### config.mk
export PLATFORM = sky130hd
export DESIGN_NAME = multicycle_sequencer_flat
export DESIGN_NICKNAME = d
export VERILOG_FILES = /design/src/rtl/multicycle_sequencer_if.sv /design/src/rtl/multicycle_sequencer.sv /design/src/flat_wrapper.sv
export SDC_FILE = /design/constraint.sdc
export NUM_CORES = 1
export LEC_CHECK = 0
export ABC_CLOCK_PERIOD_IN_PS = 2400
export CAP_MARGIN = 0
export CORE_MARGIN = 2
export CORE_UTILIZATION = 42
export CTS_BUF_LIST = sky130_fd_sc_hd__clkbuf_4 sky130_fd_sc_hd__clkbuf_8
export DETAILED_ROUTE_END_ITERATION = 6
export GPL_TIMING_DRIVEN = 0
export PLACE_DENSITY = 0.95
export RECOVER_POWER = 100
export SYNTH_ARGS = -nofsm -noshare
export SYNTH_HDL_FRONTEND = slang
export SYNTH_SLANG_ARGS = --single-unit
export TNS_END_PERCENT = 50
### constraint.sdc
create_clock -name CLK -period 2.4 [get_ports CLK]
set_input_delay 0.6 -clock CLK [delete_from_list [all_inputs] [get_ports CLK]]
set_output_delay 0.6 -clock CLK [all_outputs]
set_load 0.01 [all_outputs]
### src/rtl/multicycle_sequencer_if.sv
// Control/handshake bundle between a multicycle datapath and its sequencer.
// The sequencer side uses the slave modport; the datapath/decoder side uses master.
interface multicycle_sequencer_if #(
    parameter int unsigned CNT_W = 32
);
    logic             start;
    logic             halt_op;
    logic             memread;
    logic             memwrite;
    logic             regwrite;
    logic             branch;
    logic             uncond_branch;
    logic             imem_ready;
    logic             dmem_ready;
    logic             ir_we;
    logic             pc_we;
    logic             regfile_we;
    logic             dmem_re;
    logic             dmem_we;
    logic [2:0]       state;
    logic             busy;
    logic             err;
    logic [CNT_W-1:0] retired;
    logic [CNT_W-1:0] stall_cycles;

    modport master (
        output start, halt_op, memread, memwrite, regwrite, branch, uncond_branch,
        output imem_ready, dmem_ready,
        input  ir_we, pc_we, regfile_we, dmem_re, dmem_we,
        input  state, busy, err, retired, stall_cycles
    );

    modport slave (
        input  start, halt_op, memread, memwrite, regwrite, branch, uncond_branch,
        input  imem_ready, dmem_ready,
        output ir_we, pc_we, regfile_we, dmem_re, dmem_we,
        output state, busy, err, retired, stall_cycles
    );
endinterface

### src/rtl/multicycle_sequencer.sv
// Multicycle instruction sequencer FSM with wait timeout and optional performance
// counters (enabled by defining SEQ_PERF_COUNTERS_EN).
module multicycle_sequencer #(
    parameter int unsigned WAIT_LIMIT = 15,
    parameter int unsigned CNT_W      = 32
) (
    input  logic                    CLK,
    input  logic                    resetl,
    multicycle_sequencer_if.slave   bus
);
    localparam int unsigned WAIT_W = $clog2(WAIT_LIMIT + 1);

    typedef enum logic [2:0] {
        S_IDLE   = 3'd0,
        S_FETCH  = 3'd1,
        S_DECODE = 3'd2,
        S_EXEC   = 3'd3,
        S_MEM    = 3'd4,
        S_WB     = 3'd5,
        S_HALT   = 3'd6
    } state_t;

    state_t            state_r;
    logic [WAIT_W-1:0] wait_cnt_r;
    logic              err_r;
    logic              ir_we_r;
    logic              pc_we_r;
    logic              regfile_we_r;
    logic              dmem_re_r;
    logic              dmem_we_r;
    logic              memread_l_r;
    logic              memwrite_l_r;
    logic              regwrite_l_r;
    logic              branch_l_r;
    logic              uncond_l_r;
    logic              wait_expired_s;

    assign wait_expired_s = (wait_cnt_r == WAIT_W'(WAIT_LIMIT - 1));

    // Sequencer FSM; strobes are registered and appear in the cycle after the
    // deciding edge, except WB's strobes which are loaded on entry to WB.
    always_ff @(posedge CLK) begin
        if (resetl) begin
            state_r      <= S_IDLE;
            wait_cnt_r   <= {WAIT_W{1'b0}};
            err_r        <= 1'b0;
            ir_we_r      <= 1'b0;
            pc_we_r      <= 1'b0;
            regfile_we_r <= 1'b0;
            dmem_re_r    <= 1'b0;
            dmem_we_r    <= 1'b0;
            memread_l_r  <= 1'b0;
            memwrite_l_r <= 1'b0;
            regwrite_l_r <= 1'b0;
            branch_l_r   <= 1'b0;
            uncond_l_r   <= 1'b0;
        end else begin
            ir_we_r      <= 1'b0;
            pc_we_r      <= 1'b0;
            regfile_we_r <= 1'b0;
            dmem_re_r    <= 1'b0;
            dmem_we_r    <= 1'b0;
            case (state_r)
                S_IDLE: begin
                    if (bus.start) begin
                        state_r    <= S_FETCH;
                        wait_cnt_r <= {WAIT_W{1'b0}};
                    end
                end
                S_FETCH: begin
                    if (bus.imem_ready) begin
                        ir_we_r <= 1'b1;
                        state_r <= S_DECODE;
                    end else if (wait_expired_s) begin
                        state_r <= S_HALT;
                        err_r   <= 1'b1;
                    end else begin
                        wait_cnt_r <= wait_cnt_r + WAIT_W'(1);
                    end
                end
                S_DECODE: begin
                    memread_l_r  <= bus.memread;
                    memwrite_l_r <= bus.memwrite;
                    regwrite_l_r <= bus.regwrite;
                    branch_l_r   <= bus.branch;
                    uncond_l_r   <= bus.uncond_branch;
                    state_r      <= bus.halt_op ? S_HALT : S_EXEC;
                end
                S_EXEC: begin
                    if (branch_l_r || uncond_l_r) begin
                        pc_we_r    <= 1'b1;
                        state_r    <= S_FETCH;
                        wait_cnt_r <= {WAIT_W{1'b0}};
                    end else if (memread_l_r || memwrite_l_r) begin
                        // A load+store combination is treated as a load.
                        dmem_re_r  <= memread_l_r;
                        dmem_we_r  <= memwrite_l_r & ~memread_l_r;
                        state_r    <= S_MEM;
                        wait_cnt_r <= {WAIT_W{1'b0}};
                    end else if (regwrite_l_r) begin
                        regfile_we_r <= 1'b1;
                        pc_we_r      <= 1'b1;
                        state_r      <= S_WB;
                    end else begin
                        pc_we_r    <= 1'b1;
                        state_r    <= S_FETCH;
                        wait_cnt_r <= {WAIT_W{1'b0}};
                    end
                end
                S_MEM: begin
                    if (bus.dmem_ready) begin
                        if (memread_l_r) begin
                            regfile_we_r <= 1'b1;
                            pc_we_r      <= 1'b1;
                            state_r      <= S_WB;
                        end else begin
                            pc_we_r    <= 1'b1;
                            state_r    <= S_FETCH;
                            wait_cnt_r <= {WAIT_W{1'b0}};
                        end
                    end else if (wait_expired_s) begin
                        state_r <= S_HALT;
                        err_r   <= 1'b1;
                    end else begin
                        dmem_re_r  <= memread_l_r;
                        dmem_we_r  <= memwrite_l_r & ~memread_l_r;
                        wait_cnt_r <= wait_cnt_r + WAIT_W'(1);
                    end
                end
                S_WB: begin
                    state_r    <= S_FETCH;
                    wait_cnt_r <= {WAIT_W{1'b0}};
                end
                S_HALT: begin
                    state_r <= S_HALT;
                end
                default: begin
                    state_r <= S_HALT;
                    err_r   <= 1'b1;
                end
            endcase
        end
    end

    assign bus.ir_we      = ir_we_r;
    assign bus.pc_we      = pc_we_r;
    assign bus.regfile_we = regfile_we_r;
    assign bus.dmem_re    = dmem_re_r;
    assign bus.dmem_we    = dmem_we_r;
    assign bus.state      = state_r;
    assign bus.err        = err_r;
    assign bus.busy       = (state_r != S_IDLE) && (state_r != S_HALT);

`ifdef SEQ_PERF_COUNTERS_EN
    logic [CNT_W-1:0] retired_r;
    logic [CNT_W-1:0] stall_r;
    logic             stall_s;

    assign stall_s = ((state_r == S_FETCH) && !bus.imem_ready) ||
                     ((state_r == S_MEM)   && !bus.dmem_ready);

    // Saturating retire/stall counters.
    always_ff @(posedge CLK) begin
        if (resetl) begin
            retired_r <= {CNT_W{1'b0}};
            stall_r   <= {CNT_W{1'b0}};
        end else begin
            if (pc_we_r && (retired_r != {CNT_W{1'b1}})) begin
                retired_r <= retired_r + CNT_W'(1);
            end
            if (stall_s && (stall_r != {CNT_W{1'b1}})) begin
                stall_r <= stall_r + CNT_W'(1);
            end
        end
    end

    assign bus.retired      = retired_r;
    assign bus.stall_cycles = stall_r;
`else
    assign bus.retired      = {CNT_W{1'b0}};
    assign bus.stall_cycles = {CNT_W{1'b0}};
`endif

endmodule
### src/flat_wrapper.sv
// flat-port wrapper written by rule: the top's interface ports become plain ports
module multicycle_sequencer_flat 
#(
    parameter int unsigned WAIT_LIMIT = 15,
    parameter int unsigned CNT_W      = 32
)
  (CLK, resetl, bus_start, bus_halt_op, bus_memread, bus_memwrite, bus_regwrite, bus_branch, bus_uncond_branch, bus_imem_ready, bus_dmem_ready, bus_ir_we, bus_pc_we, bus_regfile_we, bus_dmem_re, bus_dmem_we, bus_state, bus_busy, bus_err, bus_retired, bus_stall_cycles);
  multicycle_sequencer_if #(.CNT_W(CNT_W)) bus_i ();
  input  logic CLK;
  input  logic resetl;
  input wire logic [$bits(bus_i.start)-1:0] bus_start;
  input wire logic [$bits(bus_i.halt_op)-1:0] bus_halt_op;
  input wire logic [$bits(bus_i.memread)-1:0] bus_memread;
  input wire logic [$bits(bus_i.memwrite)-1:0] bus_memwrite;
  input wire logic [$bits(bus_i.regwrite)-1:0] bus_regwrite;
  input wire logic [$bits(bus_i.branch)-1:0] bus_branch;
  input wire logic [$bits(bus_i.uncond_branch)-1:0] bus_uncond_branch;
  input wire logic [$bits(bus_i.imem_ready)-1:0] bus_imem_ready;
  input wire logic [$bits(bus_i.dmem_ready)-1:0] bus_dmem_ready;
  output wire logic [$bits(bus_i.ir_we)-1:0] bus_ir_we;
  output wire logic [$bits(bus_i.pc_we)-1:0] bus_pc_we;
  output wire logic [$bits(bus_i.regfile_we)-1:0] bus_regfile_we;
  output wire logic [$bits(bus_i.dmem_re)-1:0] bus_dmem_re;
  output wire logic [$bits(bus_i.dmem_we)-1:0] bus_dmem_we;
  output wire logic [$bits(bus_i.state)-1:0] bus_state;
  output wire logic [$bits(bus_i.busy)-1:0] bus_busy;
  output wire logic [$bits(bus_i.err)-1:0] bus_err;
  output wire logic [$bits(bus_i.retired)-1:0] bus_retired;
  output wire logic [$bits(bus_i.stall_cycles)-1:0] bus_stall_cycles;
  assign bus_i.start = bus_start;
  assign bus_i.halt_op = bus_halt_op;
  assign bus_i.memread = bus_memread;
  assign bus_i.memwrite = bus_memwrite;
  assign bus_i.regwrite = bus_regwrite;
  assign bus_i.branch = bus_branch;
  assign bus_i.uncond_branch = bus_uncond_branch;
  assign bus_i.imem_ready = bus_imem_ready;
  assign bus_i.dmem_ready = bus_dmem_ready;
  assign bus_ir_we = bus_i.ir_we;
  assign bus_pc_we = bus_i.pc_we;
  assign bus_regfile_we = bus_i.regfile_we;
  assign bus_dmem_re = bus_i.dmem_re;
  assign bus_dmem_we = bus_i.dmem_we;
  assign bus_state = bus_i.state;
  assign bus_busy = bus_i.busy;
  assign bus_err = bus_i.err;
  assign bus_retired = bus_i.retired;
  assign bus_stall_cycles = bus_i.stall_cycles;
  multicycle_sequencer #(.WAIT_LIMIT(WAIT_LIMIT), .CNT_W(CNT_W)) u_core (.CLK(CLK), .resetl(resetl), .bus(bus_i));
endmodule
==> metrics.txt <==
vias in the first global route=between 1000 and 1500; FP Rows=21; Clock Latency Late Sink=between 200 and 300 ps; sequential share of the synthesized area=0.2496; commonest non-fill, non-tap cell in the layout=buf_4; Tightest Pin Transition=slightly below 1000 ps; wire length per cell=between 9 and 10 um; Final Hold Violating Endpoints=0; antenna cell count=0; Internal Pwr Total=0.5265 mW; Layout area overhead=35.27%; crit path to=bus_busy; Die ar.=0.003923 sq mm; Synth Area in Compound Gates=0.1542; FF+latch count, synth=18; TritonCTS clock tree=yes; maximum capacitance violations=0; worst min path class=reg2reg; synth warn=0; Reg power frac=0.420; die width=about 63 um; Clock Sink Count=18; VDD IR max=between 100 and 150 uV; Logic pwr share=0.330; # IOs=85; P_leak=around 1.0 nW; final worst path period share=0.8805; WL final=2808 um; placed cell area=between 0.0015 and 0.002 sq mm; Max stage delay on crit path=slightly above 400 ps; startpoint class of the critical path=flip-flop; largest family of logic cells by synthesized area=buffers and inverters; Hold WS=roughly 540 ps; worst reg2reg setup slack=540 ps; DR vias/cell=just over 4; power per cell area=a little under 400 mW/mm^2; outcome=completed; CP Capture Type=output pin; Sw Ratio=0.3016; Num CTS Buffers=3; pin count of the biggest net entering global routing=20; most frequent cells in the layout=buf_4, conb_1, nor2_1, dfxtp_1, dlygate4sd3_1; global route total overflow=0; kind of critical path=reg2out; Reg area=roughly 360 sq um; Core Area=~0.0033 sq mm; FMAX=0.4732 GHz; clk slew on worst S/H paths=~100 ps; Tmin final=around 2100 ps; Vias=between 1000 and 1500; CP max FO=10; design area=0.001953 sq mm; post-synthesis xor/xnor area fraction=0; GP Congestion=slightly above 0.9; nets=between 200 and 300; Worst Skew=approximately 1.3 ps; footprint of the multi-input gates=slightly below 800 sq um; CP startpoint=u_core.bus.state[0]; Critical Path RT=approximately 1800 ps; Overall Power=0.7539 mW; initial core utilization=0.4361; drt pass-1 iters=5; Die Ht=62.63 um; Remaining DRCs=0; Adder-Cell Fraction of Synth Area=0.01733; synthesized area=0.001444 sq mm; CP max-delay cell=dfxtp_1; clock power share=0.250; syn avg cell area=8.158 sq um; WP data arrival=1510 ps; post-CTS setup buffer count=0; post-cts hold buffer count=0; CP Cell Sequence=clkbuf_1 -> o21bai_1 -> dlygate4sd2_1; Synth cell types=40; Reg2Reg Depth=4; RSZ-0062 raised after global routing=false; Worst R2R Start=u_core.bus.state[0]; initial antenna violation count=0; first-pass GRT wire length=4588 um; post-synthesis simple-gate area fraction=0.1638; worst r2r dst=u_core.memread_l_r; PortBufs=19; post-detail-place hpwl=between 2000 and 2500 um; relative slew slack=0.3553; clk root buf=clkbuf_4; antenna viol nets, final=0; htree depth=1; mux contribution to synthesized area=0.04159; Net Switching=around 0.23 mW; post-synthesis cell count=177; final setup fails=0; TNS Setup=0 ps; Starting DRT DRC Count=36; Fillers=roughly 320; CTS Buffer Depth=2; Max Slew Vio Count=0; GRT Util Overall=0.1398; proportion of layout cells with a drive suffix above 1=0.2786
final cells by class:
class                           instances  area share
Multi-Input combinational cell        147      0.3978
Buffer                                 71      0.2671
Sequential cell                        18      0.1845
Timing Repair Buffer                   19     0.09673
Tap cell                               46     0.02947
Clock buffer                            4     0.01858
Inverter                                3    0.005766
routing by layer:
layer  wire, um  up-vias  global-route usage
met5          0        -                   0
met4         25        0             0.05000
li1           -      645                   -
met3        215        5             0.02883
met1       1139      543              0.1519
met2       1428       60              0.2648
critical path, delay by kind of cell (launching register included):
kind                   cells  cell delay, ps
buffers and inverters      2             620
AOI/OAI and AO/OA          1             180
DFF                        1             410
power by group through the flow:
stage | combinational [mW] | clock (mW) | sequential [mW]
global route | 0.271 | 0.204 | 0.319
finish | 0.249 | 0.188 | 0.317
global placement | 0.245 | 0 | 0.323
floorplan | 0.199 | 0 | 0.324
detailed placement | 0.248 | 0 | 0.324
CTS | 0.247 | 0.190 | 0.317
worst min path at each step:
stage	depth (start not counted)	end	slack (ps)	from
global placement	2	u_core.uncond_l_r	500	u_core.uncond_l_r
finish	2	u_core.branch_l_r	540	u_core.branch_l_r
global route	1	u_core.bus.dmem_we	590	u_core.memwrite_l_r
detailed placement	2	u_core.uncond_l_r	520	u_core.uncond_l_r
floorplan	2	u_core.regwrite_l_r	480	u_core.regwrite_l_r
CTS	2	u_core.uncond_l_r	550	u_core.uncond_l_r
sequential cells by signal, summed over array words and instances, names as in the netlist:
register / cells
u_core.branch_l_r: 1
u_core.bus.regfile_we: 1
u_core.wait_cnt_r: 4
u_core.bus.dmem_we: 1
u_core.bus.ir_we: 1
u_core.bus.state: 3
u_core.bus.pc_we: 1
u_core.regwrite_l_r: 1
u_core.uncond_l_r: 1
u_core.bus.dmem_re: 1
u_core.memread_l_r: 1
u_core.bus.err: 1
u_core.memwrite_l_r: 1
synthesized netlist by cell type, drive strengths merged:
library cell | n | area (sq um)
o21ba | 1 | 16.27
o21ai | 6 | 30.03
conb | 1 | 3.750
a41o | 2 | 20.02
and2 | 3 | 18.77
nor4 | 1 | 6.260
nor2b | 3 | 21.27
inv | 3 | 11.26
nand2 | 1 | 3.750
nor3 | 1 | 5.000
or4 | 1 | 7.510
and3 | 2 | 12.51
nor2 | 18 | 67.56
a32oi | 1 | 8.760
a31o | 1 | 8.760
mux2i | 6 | 60.06
a31oi | 1 | 6.260
nand4 | 2 | 12.51
nor3b | 3 | 27.52
nand3 | 5 | 25.02
and3b | 1 | 8.760
buf | 68 | 509.2
ha | 2 | 25.02
dfxtp | 18 | 360.4
nor4b | 1 | 8.760
a21oi | 9 | 45.04
a41oi | 1 | 8.760
o311ai | 1 | 8.760
o211a | 1 | 10.01
o21bai | 2 | 15.01
clkbuf | 4 | 15.01
o31a | 1 | 8.760
nand4bb | 1 | 11.26
a211oi | 3 | 22.52
o21a | 1 | 7.510
o22ai | 1 | 6.260
metrics by stage:
step           setup slack, ps  utilization  cells
3_5_place_dp             128.0       0.5824    305
3_3_place_gp             188.0       0.5824    305
4_1_cts                  268.2       0.5930    308
2_1_floorplan            727.0            -    240
5_1_grt                  193.4       0.5899    308
6_report                 286.9       0.5899    308
timing repair:
action / 4_1_cts / 5_1_grt
gates resized for setup: 3 / 0
endpoints found under the setup margin: 1 / 0
endpoints found under the hold margin: 0 / 0
logic make-up (layout without fill, tap and decap cells):
group / after synthesis / after routing
compound gates: 32 / 32
fa+ha+maj: 2 / 2
buf+inv: 75 / 97
flops: 18 / 18
mux: 6 / 6
other cells: 1 / 64
simple gates: 43 / 43
No activity file was read; power rests on OpenSTA's default activity.
